## config.mk

```make
export PLATFORM = sky130hd
export DESIGN_NAME = btn_conditioner
export DESIGN_NICKNAME = d
export VERILOG_FILES = /design/src/rtl/btn_pkg.sv /design/src/rtl/btn_debounce_ch.sv /design/src/rtl/btn_conditioner.sv
export SDC_FILE = /design/constraint.sdc
export NUM_CORES = 1
export LEC_CHECK = 0
export CAP_MARGIN = 20
export CORE_ASPECT_RATIO = 0.6
export CORE_UTILIZATION = 45
export CTS_CLUSTER_SIZE = 16
export DETAILED_ROUTE_END_ITERATION = 16
export HOLD_SLACK_MARGIN = 0.12
export PLACE_DENSITY = 0.65
export SLEW_MARGIN = 20
export SYNTH_ARGS = -nofsm -noshare
export SYNTH_HDL_FRONTEND = slang
export SYNTH_SLANG_ARGS = --single-unit
export TNS_END_PERCENT = 20
```

## constraint.sdc

```tcl
create_clock -name clk -period 2.1 [get_ports clk]
set_input_delay 0.525 -clock clk [delete_from_list [all_inputs] [get_ports clk]]
set_output_delay 0.525 -clock clk [all_outputs]
set_load 0.02 [all_outputs]
```

## src/rtl/btn_pkg.sv

```systemverilog
// Shared constants for the safe-lock button front end.
//  N_BTN        number of button channels
//  CLK_FREQ_HZ  system clock frequency; the lock FSM timing uses the same constant
//  ms_to_cycles converts a millisecond interval into a count of clk cycles
package btn_pkg;

  localparam int N_BTN       = 3;
  localparam int CLK_FREQ_HZ = 50_000_000;

  // Divide first so large clock frequencies cannot overflow the 32-bit product.
  function automatic int ms_to_cycles(input int ms, input int freq_hz = CLK_FREQ_HZ);
    return (freq_hz / 1000) * ms;
  endfunction

endpackage

```

## src/rtl/btn_debounce_ch.sv

```systemverilog
// One button channel: synchroniser chain, debounce counter, clean level and
// registered press/release pulses.
//  clk               system clock
//  rstn              asynchronous active-low reset
//  btn_n_raw         raw active-low pin, asynchronous to clk
//  btn_n_clean       debounced active-low level
//  btn_n_clean_next  value btn_n_clean takes at the next edge (for registered fan-in)
//  btn_press         1-cycle pulse when the clean level falls
//  btn_release       1-cycle pulse when the clean level rises
module btn_debounce_ch
  import btn_pkg::*;
#(
  parameter int DB_CYC      = 4,
  parameter int SYNC_STAGES = 2
) (
  input  logic clk,
  input  logic rstn,
  input  logic btn_n_raw,
  output logic btn_n_clean,
  output logic btn_n_clean_next,
  output logic btn_press,
  output logic btn_release
);

  localparam int CNT_W = $clog2(DB_CYC + 1);
  localparam logic [CNT_W-1:0] CNT_ZERO = CNT_W'(0);
  localparam logic [CNT_W-1:0] CNT_ONE  = CNT_W'(1);
  localparam logic [CNT_W-1:0] CNT_LAST = CNT_W'(DB_CYC - 1);

  if ((DB_CYC < 1) || (SYNC_STAGES < 2)) begin : g_bad_param
    $error("btn_debounce_ch: DB_CYC must be >= 1 and SYNC_STAGES >= 2");
  end

  logic [SYNC_STAGES-1:0] sync_q, sync_d;
  logic [CNT_W-1:0]       cnt_q, cnt_d;
  logic                   clean_q, clean_d;
  logic                   press_q, press_d;
  logic                   release_q, release_d;
  logic                   s;

  // The last synchroniser stage is the first point the pin is safe to use.
  assign s = sync_q[SYNC_STAGES-1];

  // Next-state logic: shift the synchroniser and run the stability counter.
  always_comb begin
    sync_d    = {sync_q[SYNC_STAGES-2:0], btn_n_raw};
    cnt_d     = cnt_q;
    clean_d   = clean_q;
    press_d   = 1'b0;
    release_d = 1'b0;
    if (s == clean_q) begin
      // Any return to the accepted level restarts the count (bounce rejection);
      // this also parks the counter at zero while a button is held.
      cnt_d = CNT_ZERO;
    end else if (cnt_q >= CNT_LAST) begin
      // s has differed for DB_CYC consecutive edges: accept the new level.
      clean_d   = s;
      cnt_d     = CNT_ZERO;
      press_d   = ~s;
      release_d = s;
    end else begin
      cnt_d = cnt_q + CNT_ONE;
    end
  end

  // State registers; everything returns to the released state on reset.
  always_ff @(posedge clk or negedge rstn) begin
    if (!rstn) begin
      sync_q    <= {SYNC_STAGES{1'b1}};
      cnt_q     <= CNT_ZERO;
      clean_q   <= 1'b1;
      press_q   <= 1'b0;
      release_q <= 1'b0;
    end else begin
      sync_q    <= sync_d;
      cnt_q     <= cnt_d;
      clean_q   <= clean_d;
      press_q   <= press_d;
      release_q <= release_d;
    end
  end

  assign btn_n_clean      = clean_q;
  assign btn_n_clean_next = clean_d;
  assign btn_press        = press_q;
  assign btn_release      = release_q;

endmodule

```

## src/rtl/btn_conditioner.sv

```systemverilog
// Safe-lock button front end: N_BTN independent synchronise+debounce channels.
//  clk          system clock
//  rstn         asynchronous active-low reset
//  btn_n_raw    raw active-low pins (0 = pressed), asynchronous to clk
//  btn_n_clean  debounced active-low levels (1 = released)
//  btn_press    1-cycle pulse per channel on accepted press
//  btn_release  1-cycle pulse per channel on accepted release
//  btn_any      high while any debounced button is held
module btn_conditioner
  import btn_pkg::*;
#(
  parameter int N_BTN       = btn_pkg::N_BTN,
  parameter int CLK_FREQ_HZ = btn_pkg::CLK_FREQ_HZ,
  parameter int DEBOUNCE_MS = 10,
  parameter int SYNC_STAGES = 2
) (
  input  logic             clk,
  input  logic             rstn,
  input  logic [N_BTN-1:0] btn_n_raw,
  output logic [N_BTN-1:0] btn_n_clean,
  output logic [N_BTN-1:0] btn_press,
  output logic [N_BTN-1:0] btn_release,
  output logic             btn_any
);

  localparam int DB_CYC = ms_to_cycles(DEBOUNCE_MS, CLK_FREQ_HZ);

  if ((DB_CYC < 1) || (SYNC_STAGES < 2)) begin : g_bad_param
    $error("btn_conditioner: DB_CYC must be >= 1 and SYNC_STAGES >= 2");
  end

  logic [N_BTN-1:0] clean_next;
  logic             any_q, any_d;

  for (genvar i = 0; i < N_BTN; i++) begin : g_ch
    btn_debounce_ch #(
      .DB_CYC      (DB_CYC),
      .SYNC_STAGES (SYNC_STAGES)
    ) u_ch (
      .clk              (clk),
      .rstn             (rstn),
      .btn_n_raw        (btn_n_raw[i]),
      .btn_n_clean      (btn_n_clean[i]),
      .btn_n_clean_next (clean_next[i]),
      .btn_press        (btn_press[i]),
      .btn_release      (btn_release[i])
    );
  end

  // Built from the channels' next clean value so the registered flag tracks
  // btn_n_clean on the same edge.
  always_comb begin
    any_d = |(~clean_next);
  end

  // Registered any-button-held flag.
  always_ff @(posedge clk or negedge rstn) begin
    if (!rstn) begin
      any_q <= 1'b0;
    end else begin
      any_q <= any_d;
    end
  end

  assign btn_any = any_q;

endmodule

```

# Word-level counts from Yosys, hierarchy flattened

Index checks and enable logic that the tools add are counted.

Output and inout port bits: 10
Bits in registers: 73
Input port bits: 5
Logic and storage cells: 54

Mux-type cells: 24
$add $sub $neg: 3
$lt $le $gt $ge: 3
Equal/unequal tests: 3
Bitwise logic cells: 4
Reductions and logical operators: 1

Operator list:

| cell                                                            | number |
|---|---|
| 19-bit two-way mux                                              | 6 |
| 19-bit by 1-bit adder with 19-bit output, second input constant | 3 |
| 19-bit >= comparator, second input constant                     | 3 |
| 1-bit two-way mux                                               | 18 |
| 1-bit equality test                                             | 3 |
| 1-bit NOT                                                       | 3 |
| 3-bit NOT                                                       | 1 |
| 3-bit OR reduction                                              | 1 |

# Logic depth before layout (Yosys ltp)

Gate-level depths: netlist of the first run.

Word-level depth: 5
Mapped depth: 8
Depth with buffers taken out: 6

# Cells and area by module

From an unflattened synthesis of the first run, not the netlist that was laid out.

Cell total of the unflattened synthesis: 326
Area, all modules: 3472.1 um2

By module, submodules not included:

| module          | area each (um2) | seq. area each (um2) | cells an instance | instances |
|---|---|---|---|---|
| btn_debounce_ch | 1147.4          | 604.3                | 108               | 3 |
| btn_conditioner | 30.0            | 25.0                 | 2                 | 1 |

# Worst setup path before layout of the first run

Ideal clock, no wire load.

Path type: register to register
Start point: register g_ch[2].u_ch.cnt_q[0]
End point: register g_ch[2].u_ch.cnt_q[10]
Arrival time: 1.955 ns
Setup slack: 0.059 ns
Period minus slack after synthesis: 2.041 ns
Stages on the path, launching flop included: 8
Data required time: 2.014 ns
Path buffers: 1
Library setup time: 0.086 ns
Cells stage by stage: dfrtp_1 > ha_1 > and4_1 > or4_1 > o211ai_1 > a21oi_1 > clkbuf_1 > nor3_1

Longest elaborated chain between the ends: 3
Elaborated cells on any way between the ends: 4
Those cells by class: 1 x add/sub; 1 x order compare; 2 x mux

Ends and longest elaborated chain:

| what                                                                                    | RTL line                                     | text |
|---|---|---|
| from (decl)                                                                             | btn_debounce_ch.sv:35                        | `logic [CNT_W-1:0] cnt_q, cnt_d;` |
| from (signal assigned)                                                                  | btn_debounce_ch.sv:76                        | `cnt_q <= cnt_d;` |
| 19-bit by 1-bit adder with 19-bit output / 19-bit >= comparator (equally long branches) | btn_debounce_ch.sv:62, btn_debounce_ch.sv:55 |  |
| 19-bit two-way mux (*)                                                                  | btn_debounce_ch.sv:55                        | `end else if (cnt_q >= CNT_LAST) begin` |
| 19-bit two-way mux (*)                                                                  | btn_debounce_ch.sv:51                        | `if (s == clean_q) begin` |
| net g_ch[2].u_ch.cnt_d[10]                                                              | btn_debounce_ch.sv:35                        |  |

The timed path passes the listed nets; every way through them passes the cells marked *.

# Worst setup path after layout of the first run

Start point: register g_ch[2].u_ch.cnt_q[1]
End point: register g_ch[2].u_ch.cnt_q[17]

The elaborated chain is that of the path after synthesis.

==> reports/qor.log, run 1 <==
[finish] Area growth syn-to-layout 22.6%
[clock_network] cell at the root of the clock tree sky130_fd_sc_hd__clkbuf_16
[critical_path] number of cells on the worst reg-to-reg path 7
[synth] top post-synthesis cells by count sky130_fd_sc_hd__dfrtp_1, sky130_fd_sc_hd__nor2_1, sky130_fd_sc_hd__xnor2_1
[floorplanning] initial core utilization 0.479
[critical_path] beginning of the critical path g_ch[2].u_ch.cnt_q[1]
[route] Pre-Repair DR Iteration Count 4
[worst_hold_path] Endpoint, Worst Hold g_ch[2].u_ch.sync_q[1]
[grt] aggregate global routing overflow 0
[floorplanning] core footprint 0.00745 sq mm
[clock_network] cts bufs inserted 9
[timing] Slew Limit Fails 0
[clock_network] CTS Buffer Depth 2
[power_and_ir_drop] power per standard cell area 728 mW/mm^2
[timing] worst setup slack after layout 0.0571 ns
[critical_path] maximum net fanout on the critical path 10
[placed_design] Post-DP Area 0.00389 sq mm
[critical_path] cell family contributing the most delay on the critical path simple AND/OR/NAND/NOR gates
[run_status] outcome complete, no violations
[synth] syn avg cell area 10.4 sq um
[job] max cap viols 0
[floorplanning] placement row count 24
[floorplanning] Die X-Extent 117 um
[timing] unrepaired setup endpoints after global routing true
[clock_network] clock network latency to the later pin of the worst-skew pair 0.34 ns
[synth] fraction of the yosys area taken by sequential cells 0.516
[synth] cell taking the most area after synthesis sky130_fd_sc_hd__dfrtp_1
[route] number of DRC violations after detailed-routing iteration 0 162
[critical_path] crit path max-delay cell type sky130_fd_sc_hd__or4_4
[timing] part of the cycle the worst path needs 0.973
[synth] number of distinct standard cells referenced by the synthesized netlist 48
[synth] area share of the largest cell type after synthesis 0.449
[synth] area of the mapped netlist 0.00356 sq mm
[timing] number of failing hold endpoints at the final stage 0
[worst_hold_path] Cells on Worst Hold Path 0
[floorplanning] top-level I/O count 15
[placed_design] Placed Cells incl. Taps 463
[placed_design] last weighted congestion value of the routability-driven placer 0.913
[route] drt total wl 7070 um
[synth] most instantiated library cell after synthesis sky130_fd_sc_hd__dfrtp_1
[route] count of unresolved DRC violations after routing 0
[power_and_ir_drop] maximum vdd drop 0.403 mV
[critical_path] Critical Path RT 2.35 ns
[grt] antenna violations before repair 0
[grt] global-route usage over all layers 0.197
[grt] first-pass GRT wire length 12,000 um
[synth] number of flops mapped to enable cells by yosys 0
[route] post-route antenna net violation count 0
[finish] Nets 381
[critical_path] critical-path cell list ha_2, and4_4, or4_4, o211ai_1, a21oi_2, buf_6, nor3_1
[worst_hold_path] worst min-delay path class reg2reg
[synth] Post-Synthesis Net Count 352
[critical_path] source of the worst register-to-register timing path g_ch[2].u_ch.cnt_q[1]
[critical_path] endpoint arrival time on the critical path 2.29 ns
[timing] Period minus WS final 2.04 ns
[synth] Synth Instances 344
[placed_design] placement-stage worst setup slack -0.00558 ns
[placed_design] placed wire-length estimate after detailed placement 4740 um
[synth] number of synthesis warnings 0
[clock_network] Max H-tree Level 3
[timing] worst-margin pin slew 0.558 ns
[critical_path] destination of the worst register-to-register timing path g_ch[2].u_ch.cnt_q[17]
[finish] final design instance area without fill 0.00437 sq mm
[clock_network] # clock sinks 73
[timing] Achievable Freq 490 MHz
[floorplanning] DIE HEIGHT 70.9 um
[route] drt wl/cell 14.7 um
[power_and_ir_drop] cell leakage power 1.80 nW
[synth] top cells by area in the synthesized netlist sky130_fd_sc_hd__dfrtp_1, sky130_fd_sc_hd__xnor2_1, sky130_fd_sc_hd__dfstp_2, sky130_fd_sc_hd__xor2_1, sky130_fd_sc_hd__nor2_1
[critical_path] kind of launch point of the worst setup path flop
[critical_path] critical path start-end classification reg2reg
[critical_path] CP bufs+invs 1
[critical_path] R2R setup slack 0.06 ns
[finish] Antenna diodes 0
[finish] ratio of cells with drive above 1 in the final layout 0.235
[critical_path] category of the worst setup path capture point flop
[floorplanning] die area 0.00829 sq mm
[critical_path] maximum cell stage delay along the critical path 0.42 ns
[clock_network] CTS tree yes
[grt] pin count of the biggest net entering global routing 57
[timing] setup-violating endpoint count in the final report 0
[worst_hold_path] launch point of the worst hold path g_ch[2].u_ch.sync_q[0]
[synth] dominant synthesized flop cell sky130_fd_sc_hd__dfrtp_1
[synth] flip-flop and latch count after synthesis 73
[critical_path] instance count on the critical path 7
[grt] number of global-route vias before repair 2,438
[placed_design] number of port buffers 14
[route] total via count in the routed design 2,586
[clock_network] clock-pin slew of the registers on the worst-case setup and hold paths 0.06 ns
[route] drt via density 5.37
[timing] maximum clock skew at final layout 0.00604 ns
[synth] share of flip-flops with an asynchronous set or reset after synthesis 1.00
[timing] Max-Slew Margin vs Limit 0.625
[finish] Final Instance Count excl. Fillers 482
kinds of logic after synthesis:
family / synth area share
DFF: 0.516
and+or+nand+nor: 0.245
AOI/OAI and AO/OA: 0.0618
xor gates and xnor gates: 0.125
buffers and inverters: 0.0421
adders and majority gates: 0.0105
worst max path at each step:
stage | slack, ns | end
2_1_floorplan | 0.06 | g_ch[2].u_ch.cnt_q[10]
3_5_place_dp | -0.006 | g_ch[2].u_ch.cnt_q[1]
4_1_cts | -0.01 | g_ch[2].u_ch.cnt_q[3]
5_1_grt | -0.008 | g_ch[2].u_ch.cnt_q[11]
3_3_place_gp | 0.07 | btn_any
6_report | 0.06 | g_ch[2].u_ch.cnt_q[17]
flip-flops by register name, summed over array words and instances (netlist names):
| register | flops |
|---|---|
| g_ch.u_ch.sync_q | 6 |
| g_ch.u_ch.btn_release | 3 |
| btn_any | 1 |
| g_ch.u_ch.cnt_q | 57 |
| g_ch.u_ch.btn_n_clean | 3 |
| g_ch.u_ch.btn_press | 3 |
routing by layer:
metal	vias up	global-route usage	share of wire	routed length, um
met3	4	0.0728	0.040	280
met5	-	0	0	0
met1	1293	0.281	0.52	3640
met4	0	0.0675	0.0058	41
li1	1249	-	-	-
met2	40	0.274	0.44	3110
per-stage QoR:
step | util | setup TNS [ns] | hold slack (ns) | power [mW]
2_1_floorplan | - | 0 | 0.229 | 1.52
3_3_place_gp | 0.522 | 0 | 0.347 | 1.58
3_5_place_dp | 0.522 | -0.00858 | 0.347 | 1.58
4_1_cts | 0.570 | -0.0382 | 0.358 | 3.23
5_1_grt | 0.587 | -0.0202 | 0.359 | 3.31
6_report | 0.587 | 0 | 0.355 | 3.18
power by group:
group          internal (mW)  switching [mW]  total [mW]
Sequential              1.43          0.0204        1.45
Combinational         0.0426          0.0660       0.109
Clock                   1.04           0.583        1.62
Total                   2.51           0.670        3.18
cell type report:
class | count | area (sq um)
clock buffers | 9 | 225
flip-flops and latches | 73 | 1840
fillers | 646 | 3080
inverters | 8 | 30.0
well taps | 104 | 130
multi-input cells | 244 | 1700
clock inverters | 7 | 95.1
repair buffers | 37 | 347
placed cells by master (no fill, tap or decap), types with 3 or more instances in the layout:
cell type / n
sky130_fd_sc_hd__xor2_1: 22
sky130_fd_sc_hd__buf_4: 19
sky130_fd_sc_hd__nand2_1: 18
sky130_fd_sc_hd__nor3_2: 7
sky130_fd_sc_hd__nand3_1: 18
sky130_fd_sc_hd__clkdlybuf4s50_1: 11
sky130_fd_sc_hd__o211ai_1: 3
sky130_fd_sc_hd__nor2_2: 10
sky130_fd_sc_hd__nor3_1: 18
sky130_fd_sc_hd__nor2_1: 45
sky130_fd_sc_hd__and4_1: 5
sky130_fd_sc_hd__xnor2_1: 29
sky130_fd_sc_hd__and3_1: 7
sky130_fd_sc_hd__inv_1: 8
sky130_fd_sc_hd__dfrtp_1: 63
sky130_fd_sc_hd__nand4_1: 10
sky130_fd_sc_hd__clkbuf_16: 9
sky130_fd_sc_hd__dfstp_2: 9
sky130_fd_sc_hd__nor3b_2: 6
sky130_fd_sc_hd__nor3b_1: 3
sky130_fd_sc_hd__nor4_1: 3
timing repair:
item                                    4_1_cts  5_1_grt
hold buffers                                  1        0
setup buffers                                 0        2
gates resized for setup                       7       22
endpoints found under the hold margin        14        0
endpoints found under the setup margin       15       30
pin swaps                                     1        9
Note: power is estimated with default switching activity, not from simulation.
==> inputs of run 2 (changes only) <==
--- a/config.mk
+++ b/config.mk
@@ -7,11 +7,11 @@
 export LEC_CHECK = 0
 export CAP_MARGIN = 20
 export CORE_ASPECT_RATIO = 0.6
-export CORE_UTILIZATION = 45
+export CORE_UTILIZATION = 30
 export CTS_CLUSTER_SIZE = 16
 export DETAILED_ROUTE_END_ITERATION = 16
 export HOLD_SLACK_MARGIN = 0.12
-export PLACE_DENSITY = 0.65
+export PLACE_DENSITY = 0.48
 export SLEW_MARGIN = 20
 export SYNTH_ARGS = -nofsm -noshare
 export SYNTH_HDL_FRONTEND = slang
==> run 2 against run 1 <==
Compared with the run above: total power shrank 3.4%; clock power decreased by 7%; non-clock buffer count grew 3; register-to-register slack better by 0.02 ns; first-iteration DRC count fell by 10%; global-route usage shrank 6.1 points; setup slack improved by 0.0064 ns.
==> reports/qor.log, run 2 (synthesized netlist as in run 1, its figures left out) <==
[timing] setup-violating endpoint count in the final report 0
[clock_network] CTS Buffer Depth 2
[power_and_ir_drop] power per standard cell area 688 mW/mm^2
[power_and_ir_drop] logic gate share of total power 0.039
[timing] worst setup slack after layout 0.0635 ns
[finish] Nets 384
[floorplanning] top-level I/O count 15
[critical_path] maximum net fanout on the critical path 4
[job] max cap viols 0
[finish] ratio of cells with drive above 1 in the final layout 0.252
[finish] Area growth syn-to-layout 25.3%
[floorplanning] core footprint 0.0114 sq mm
[power_and_ir_drop] clock network power share 0.489
[route] drt total wl 7580 um
[route] number of DRC violations after detailed-routing iteration 0 145
[clock_network] clock-pin slew of the registers on the worst-case setup and hold paths 0.06 ns
[timing] part of the cycle the worst path needs 0.970
[critical_path] CP bufs+invs 1
[route] drt wl/cell 14.0 um
[critical_path] category of the worst setup path capture point primary output
[finish] leading registers by flop count g_ch.u_ch.cnt_q x57, g_ch.u_ch.sync_q x6
[critical_path] Critical Path RT 1.57 ns
[finish] Antenna diodes 0
[worst_hold_path] Cells on Worst Hold Path 0
[critical_path] R2R setup slack 0.08 ns
[placed_design] placed wire-length estimate after detailed placement 5130 um
[timing] Slew Limit Fails 0
[clock_network] clock network latency to the later pin of the worst-skew pair 0.33 ns
[timing] Hold Worst Slack 0.355 ns
[timing] number of failing hold endpoints at the final stage 0
[placed_design] last weighted congestion value of the routability-driven placer 0.795
[power_and_ir_drop] sequential power share 0.472
[power_and_ir_drop] cell-internal power 2.40 mW
[route] count of unresolved DRC violations after routing 0
[worst_hold_path] launch point of the worst hold path g_ch[2].u_ch.sync_q[0]
[critical_path] maximum cell stage delay along the critical path 0.61 ns
[timing] Max-Slew Margin vs Limit 0.613
[floorplanning] Die X-Extent 143 um
[critical_path] critical path start-end classification reg2out
[clock_network] CTS tree yes
[timing] Achievable Freq 491 MHz
[timing] unrepaired setup endpoints after global routing true
[route] Pre-Repair DR Iteration Count 4
[grt] aggregate global routing overflow 0
[timing] maximum clock skew at final layout 0.00856 ns
[finish] most frequent cells in the layout sky130_fd_sc_hd__dfrtp_1, sky130_fd_sc_hd__nor2_1, sky130_fd_sc_hd__xnor2_1
[critical_path] endpoint arrival time on the critical path 1.51 ns
[finish] number of flip-flops in the largest register 57
[worst_hold_path] Endpoint, Worst Hold g_ch[2].u_ch.sync_q[1]
[power_and_ir_drop] maximum vdd drop 0.346 mV
[timing] worst-margin pin slew 0.576 ns
[floorplanning] placement row count 30
[finish] most common cell after layout, fill and taps aside sky130_fd_sc_hd__dfrtp_1
[grt] number of global-route vias before repair 2,386
[finish] Largest Register g_ch.u_ch.cnt_q
[placed_design] number of port buffers 14
[grt] pin count of the biggest net entering global routing 32
[critical_path] crit path max-delay cell type sky130_fd_sc_hd__clkdlybuf4s50_1
[power_and_ir_drop] cell leakage power 1.80 nW
[placed_design] placement-stage worst setup slack 0.0157 ns
[critical_path] cell family contributing the most delay on the critical path buffers and inverters
[critical_path] critical-path cell list clkdlybuf4s50_1
[floorplanning] initial core utilization 0.311
[timing] Period minus WS final 2.04 ns
[route] drt via density 4.66
[floorplanning] DIE HEIGHT 86.4 um
[grt] antenna violations before repair 0
[critical_path] source of the worst register-to-register timing path g_ch[2].u_ch.cnt_q[1]
[worst_hold_path] worst min-delay path class reg2reg
[run_status] outcome complete, no violations
[power_and_ir_drop] proportion of total power due to net switching 0.220
[critical_path] kind of launch point of the worst setup path flop
[grt] global-route usage over all layers 0.136
[route] total via count in the routed design 2,520
[critical_path] number of cells on the worst reg-to-reg path 7
[clock_network] # clock sinks 73
[route] post-route antenna net violation count 0
[clock_network] cell at the root of the clock tree sky130_fd_sc_hd__clkbuf_16
[critical_path] destination of the worst register-to-register timing path g_ch[2].u_ch.cnt_q[3]
[grt] first-pass GRT wire length 12,600 um
[clock_network] Max H-tree Level 3
[power_and_ir_drop] switching component of the power 0.676 mW
[clock_network] cts bufs inserted 9
[floorplanning] die area 0.0123 sq mm
[run 2: changes by cell type in the layout (fill, tap and decap cells not counted), sizes merged]
| cell | before | now |
|---|---|---|
| buf | 23 | 26 |
| bufinv | 2 | 1 |
| clkbuf | 9 | 11 |
| clkinv | 4 | 3 |
[run 2: stage by stage]
| step | instance area [sq um] | total power, mW | TNS [ns] | cells | util |
|---|---|---|---|---|---|
| after detailed placement | 3990 | 1.58 | 0 | 522 | 0.349 |
| after global routing | 4470 | 3.21 | -0.135 | 541 | 0.390 |
| after global placement | 3990 | 1.58 | 0 | 522 | 0.349 |
| after floorplan | 3560 | 1.52 | 0 | 344 | - |
| final | 4470 | 3.07 | 0 | 541 | 0.390 |
| after CTS | 4290 | 3.11 | 0 | 539 | 0.375 |
[run 2: area by class of cell]
cell class,count,area (sq um)
Sequential cell,73,1840
Tap cell,160,200
Fill cell,1139,6980
Clock inverter,5,56.3
Inverter,8,30.0
Multi-Input combinational cell,244,1730
Timing Repair Buffer,40,385
Clock buffer,11,233
[run 2: metal layers]
| layer | part of all wire | track usage | routed length, um |
|---|---|---|---|
| met1 | 0.55 | 0.210 | 4160 |
| met2 | 0.39 | 0.171 | 2970 |
| met3 | 0.048 | 0.0414 | 363 |
| met4 | 0.012 | 0.0499 | 88 |
| met5 | 0 | 0 | 0 |
[run 2: what timing repair did]
item                       CTS  global route
hold buffers                 1             0
hold endpoints to repair    21             0
cloned                       0             1
setup buffers                0             1
resized for setup            1            36
pin swaps                    0            20
setup endpoints to repair    1            26
[run 2: power by group through the flow]
stage / Sequential [mW] / Combinational (mW) / Clock, mW
finish: 1.45 / 0.119 / 1.50
global route: 1.45 / 0.136 / 1.62
CTS: 1.45 / 0.112 / 1.55
detailed placement: 1.47 / 0.110 / 0
global placement: 1.47 / 0.109 / 0
floorplan: 1.47 / 0.0466 / 0
[run 2: how the worst max path moves through the flow]
stage | start | end | depth (start not counted)
2_1_floorplan | g_ch[2].u_ch.cnt_q[0] | g_ch[2].u_ch.cnt_q[10] | 7
3_3_place_gp | g_ch[2].u_ch.cnt_q[0] | g_ch[2].u_ch.cnt_q[3] | 7
3_5_place_dp | g_ch[2].u_ch.cnt_q[0] | g_ch[2].u_ch.cnt_q[9] | 7
4_1_cts | g_ch[2].u_ch.cnt_q[0] | g_ch[2].u_ch.cnt_q[9] | 7
5_1_grt | g_ch[2].u_ch.cnt_q[1] | g_ch[2].u_ch.cnt_q[3] | 7
6_report | g_ch[1].u_ch.btn_n_clean | btn_n_clean[1] | 1
==> inputs of run 3 (changes only) <==
--- a/config.mk
+++ b/config.mk
@@ -5,13 +5,13 @@
 export SDC_FILE = /design/constraint.sdc
 export NUM_CORES = 1
 export LEC_CHECK = 0
-export CAP_MARGIN = 20
 export CORE_ASPECT_RATIO = 0.6
 export CORE_UTILIZATION = 30
 export CTS_CLUSTER_SIZE = 16
 export DETAILED_ROUTE_END_ITERATION = 16
 export HOLD_SLACK_MARGIN = 0.12
 export PLACE_DENSITY = 0.48
+export REMOVE_ABC_BUFFERS = 1
 export SLEW_MARGIN = 20
 export SYNTH_ARGS = -nofsm -noshare
 export SYNTH_HDL_FRONTEND = slang
==> run 3 against run 2 <==
Compared with the run above: core utilization fell by 1.3 points; flip-flop and latch count did not move; non-clock buffer count fell by 6; hold slack got worse by 0.24 ns; clock-buffer cell count did not move; critical endpoint is now g_ch[2].u_ch.cnt_q[2]; largest power group is now sequential cells.
==> reports/qor.log, run 3 (synthesized netlist as in run 1, its figures left out) <==
[clock_network] CTS Buffer Depth 2
[power_and_ir_drop] cell leakage power 1.76 nW
[finish] Final Core Density 0.377
[job] max cap viols 0
[placed_design] placement-stage worst setup slack -0.00137 ns
[grt] antenna violations before repair 0
[critical_path] critical path start-end classification reg2reg
[power_and_ir_drop] maximum vdd drop 0.355 mV
[worst_hold_path] worst min-delay path class in2async
[critical_path] category of the worst setup path capture point flop
[clock_network] CTS tree yes
[timing] worst setup slack after layout 0.0385 ns
[timing] unrepaired setup endpoints after global routing true
[finish] Area growth syn-to-layout 21.1%
[timing] Setup TNS Final 0 ns
[timing] Period minus WS final 2.06 ns
[power_and_ir_drop] post-layout power 2.94 mW
[route] number of DRC violations after detailed-routing iteration 0 123
[floorplanning] placement row count 30
[route] total via count in the routed design 2,484
[grt] global-route usage over all layers 0.125
[route] post-route antenna net violation count 0
[clock_network] Max H-tree Level 3
[timing] part of the cycle the worst path needs 0.982
[placed_design] number of port buffers 14
[route] drt via density 4.64
[timing] number of failing hold endpoints at the final stage 0
[finish] Antenna diodes 0
[finish] ratio of cells with drive above 1 in the final layout 0.205
[route] Pre-Repair DR Iteration Count 4
[clock_network] hold-fix buffers at CTS 0
[placed_design] last weighted congestion value of the routability-driven placer 0.794
[timing] Achievable Freq 485 MHz
[grt] number of global-route vias before repair 2,434
[placed_design] placed wire-length estimate after detailed placement 4840 um
[floorplanning] Die X-Extent 143 um
[critical_path] Critical Path RT 2.34 ns
[timing] Slew Limit Fails 0
[route] count of unresolved DRC violations after routing 0
[route] drt total wl 6890 um
[finish] most common cell after layout, fill and taps aside sky130_fd_sc_hd__dfrtp_1
[finish] final design instance area without fill 0.00432 sq mm
[timing] maximum clock skew at final layout 0.00445 ns
[placed_design] Post-DP Area 0.00398 sq mm
[route] drt wl/cell 12.9 um
[timing] Max-Slew Margin vs Limit 0.673
[clock_network] # clock sinks 73
[timing] setup-violating endpoint count in the final report 0
[grt] aggregate global routing overflow 0
[finish] FILL cells 1,116
[clock_network] cts bufs inserted 9
[floorplanning] top-level I/O count 15
[finish] most frequent cells in the layout sky130_fd_sc_hd__dfrtp_1, sky130_fd_sc_hd__nor2_1, sky130_fd_sc_hd__xnor2_1
[critical_path] endpoint arrival time on the critical path 2.30 ns
[timing] worst-margin pin slew 0.491 ns
[grt] first-pass GRT wire length 11,900 um
[power_and_ir_drop] power per standard cell area 681 mW/mm^2
[clock_network] clock network latency to the later pin of the worst-skew pair 0.33 ns
[floorplanning] DIE HEIGHT 86.4 um
[clock_network] cell at the root of the clock tree sky130_fd_sc_hd__clkbuf_16
[clock_network] clock-pin slew of the registers on the worst-case setup and hold paths 0.05 ns
[finish] Nets 378
[critical_path] kind of launch point of the worst setup path flop
[critical_path] maximum net fanout on the critical path 11
[finish] number of flip-flops in the largest register 57
[run_status] outcome complete, no violations
[floorplanning] die area 0.0123 sq mm
[grt] pin count of the biggest net entering global routing 47
[floorplanning] initial core utilization 0.311
[finish] Largest Register g_ch.u_ch.cnt_q
[finish] leading registers by flop count g_ch.u_ch.cnt_q x57, g_ch.u_ch.sync_q x6
[floorplanning] core footprint 0.0114 sq mm
[run 3: cell count changes in the layout (fill, tap and decap cells not counted), moves of 4 or more]
cell                     delta
sky130_fd_sc_hd__nor3_4     -4
sky130_fd_sc_hd__nor3_2     -8
sky130_fd_sc_hd__buf_4      -5
sky130_fd_sc_hd__nor3_1    +12
[run 3: path summary, 6_finish.rpt]
path / start / slack, ns / end / depth (start not counted)
hold / removal: rstn / 0.11 / g_ch[0].u_ch.cnt_q[7] / 1
min in group clk: g_ch[0].u_ch.sync_q[0] / 0.35 / g_ch[0].u_ch.sync_q[1] / 0
setup / recovery: g_ch[2].u_ch.cnt_q[0] / 0.04 / g_ch[2].u_ch.cnt_q[2] / 7
max in group asynchronous: rstn / 1.37 / g_ch[2].u_ch.sync_q[0] / 2
hold reg to reg: g_ch[0].u_ch.sync_q[0] / 0.35 / g_ch[0].u_ch.sync_q[1] / 0
setup reg to reg: g_ch[2].u_ch.cnt_q[0] / 0.04 / g_ch[2].u_ch.cnt_q[2] / 7
[run 3: where the power goes]
part | leakage (nW) | switching [mW] | internal (mW) | total, mW
combinational | 0.644 | 0.0665 | 0.0453 | 0.112
clock | 0.135 | 0.551 | 0.826 | 1.38
sequential | 0.976 | 0.0175 | 1.43 | 1.45
total | 1.76 | 0.635 | 2.30 | 2.94
[run 3: critical path, cell delays in order, from the launching register on]
cell and delay [ns]:
sky130_fd_sc_hd__dfrtp_1 0.38, sky130_fd_sc_hd__ha_2 0.19, sky130_fd_sc_hd__and4_1 0.20, sky130_fd_sc_hd__or4_4 0.42, sky130_fd_sc_hd__o211ai_1 0.27, sky130_fd_sc_hd__a21oi_2 0.13
sky130_fd_sc_hd__buf_6 0.17, sky130_fd_sc_hd__nor3_1 0.20
[run 3: timing repair]
item | 4_1_cts | 5_1_grt
gates cloned | 0 | 0
setup endpoints to repair | 2 | 26
setup buffers | 0 | 1
gates resized for setup | 2 | 13
pin swaps | 0 | 3
[run 3: per-stage QoR]
stage | hold WS, ns | cells
after floorplan | 0.229 | 325
after global placement | 0.346 | 518
after detailed placement | 0.347 | 518
after CTS | 0.123 | 534
after global routing | 0.137 | 535
final | 0.112 | 535
[run 3: cell type report]
type                       count  area, sq um  share of cell area
clock buffer                  11          243              0.0562
clock inverter                 5         31.3             0.00725
inverter                       8         30.0             0.00696
multi-input combinational    244         1630               0.378
sequential                    73         1840               0.426
tap                          160          200              0.0464
timing repair buffer          34          344              0.0797
[run 3: per-layer routing]
metal	share of wire	GRT usage
met1	0.54	0.178
met2	0.41	0.176
met3	0.035	0.0398
met4	0.011	0.0450
met5	0	0
==> RTL change: new RTL, config.mk and constraints of run 2 <==
Remove the register `any_q`: a continuous assignment takes its place, so the output `btn_any` follows one clock earlier.
--- a/src/rtl/btn_conditioner.sv
+++ b/src/rtl/btn_conditioner.sv
@@ -55,11 +55,5 @@
 
   // Registered any-button-held flag.
-  always_ff @(posedge clk or negedge rstn) begin
-    if (!rstn) begin
-      any_q <= 1'b0;
-    end else begin
-      any_q <= any_d;
-    end
-  end
+  assign any_q = any_d;
 
   assign btn_any = any_q;
Formal check against the unedited RTL: same outputs for any inputs over 10 cycles, from zero or initial values and one cycle with rstn low; that may be too few to reach the edited logic, so the function may still have changed.
==> RTL change against run 2 <==
- fmax fell by 27%
- via count rose by 8.9%
- wire length rose by 5.5%
- area after synthesis fell by 0.70%
- worst setup slack got worse by 0.75 ns
- the flow now finishes with violations (setup timing)
- largest cell class unchanged
- critical path type unchanged
- count of clock-buffer cells in the layout did not move
- sequential cell count fell by 1
- clock skew fell by 0.0052 ns
- cell count rose by 11%
- design area rose by 11%
- power rose by 1.3%
- global-route usage rose by 0.54 points
- utilization rose by 4.3 points
- largest power group unchanged
==> RTL change: results (changes against run 2) <==
qor: final_layout.n_all_buffers 101 [+150%]
qor: power.power_switching 0.0006604 W [-2.3%]
qor: sta.finClkSkew 0.003344 ns [-0.005217 ns]
qor: grt.vias_in_the_first_global_route 2582 [+8.2%]
qor: critical_path.critPathMaxStageDelay 0.43 ns [-0.18 ns]
qor: run_status.run_status complete, but fails checks
qor: logic_synthesis.yosys.area_share.xor_xnor 12.62% [+0.089 points]
qor: critical_path.worstRegToRegCells 8 [+1]
qor: final_layout.final_layout_clock_cell_area_share 6.231% [-0.24 points]
qor: placement.finalWeightedCongestion 0.8150 [+2.5%]
qor: grt.global_route.usage.total 14.10% [+0.54 points]
qor: placement.pre_cts_slack -0.8652 ns [-0.8808 ns]
qor: clock_network.cts_repair_resize_count 10 [+9]
qor: sta.final_critical_path_setup_slack -0.6817 ns [-0.7452 ns]
qor: run_status.violations setup timing
qor: power.power_combinational 0.000148 W [+24%]
qor: min_path.hp-class in -> async
qor: grt.grt_pass1_wl 12.99 mm [+3.0%]
qor: logic_synthesis.fraction_of_the_mapped_netlist_area_in_adder_cells 1.060% [+0.0074 points]
qor: placement.placedCellCount 580 [+11%]
qor: critical_path.timing.critical_path.to btn_any
qor: critical_path.crit_fanout 2 [-2]
qor: sta.setup_viol 9 [+9]
qor: critical_path.crit_family simple AND/OR/NAND/NOR gates
qor: final_layout.area.sequential 1813 um^2 [-1.4%]
==> RTL change: cell types whose count changed in the layout (fill, tap and decap cells not counted), moves of 2 or more <==
cell                                     run 2  this run
sky130_fd_sc_hd__buf_4                      20        82
sky130_fd_sc_hd__nor3_2                     13        10
sky130_fd_sc_hd__buf_6                       3         5
sky130_fd_sc_hd__clkbuf_1                    2         0
sky130_fd_sc_hd__clkbuf_8                    0         2
sky130_fd_sc_hd__clkdlybuf4s50_1            11         9
sky130_fd_sc_hd__dlygate4sd2_1               1         3
sky130_fd_sc_hd__nor3_4                      4         6
sky130_fd_sc_hd__nor4_2                      2         0
==> RTL change: metal layers <==
metal  vias to the layer above  part of all wire (%)  GRT usage (%)
met4                         0                   1.1          4.106
met2                        34                    40          18.72
met5                         -                     0              0
met1                      1328                    55          21.14
li1                       1374                     -              -
met3                         9                   4.1          4.746
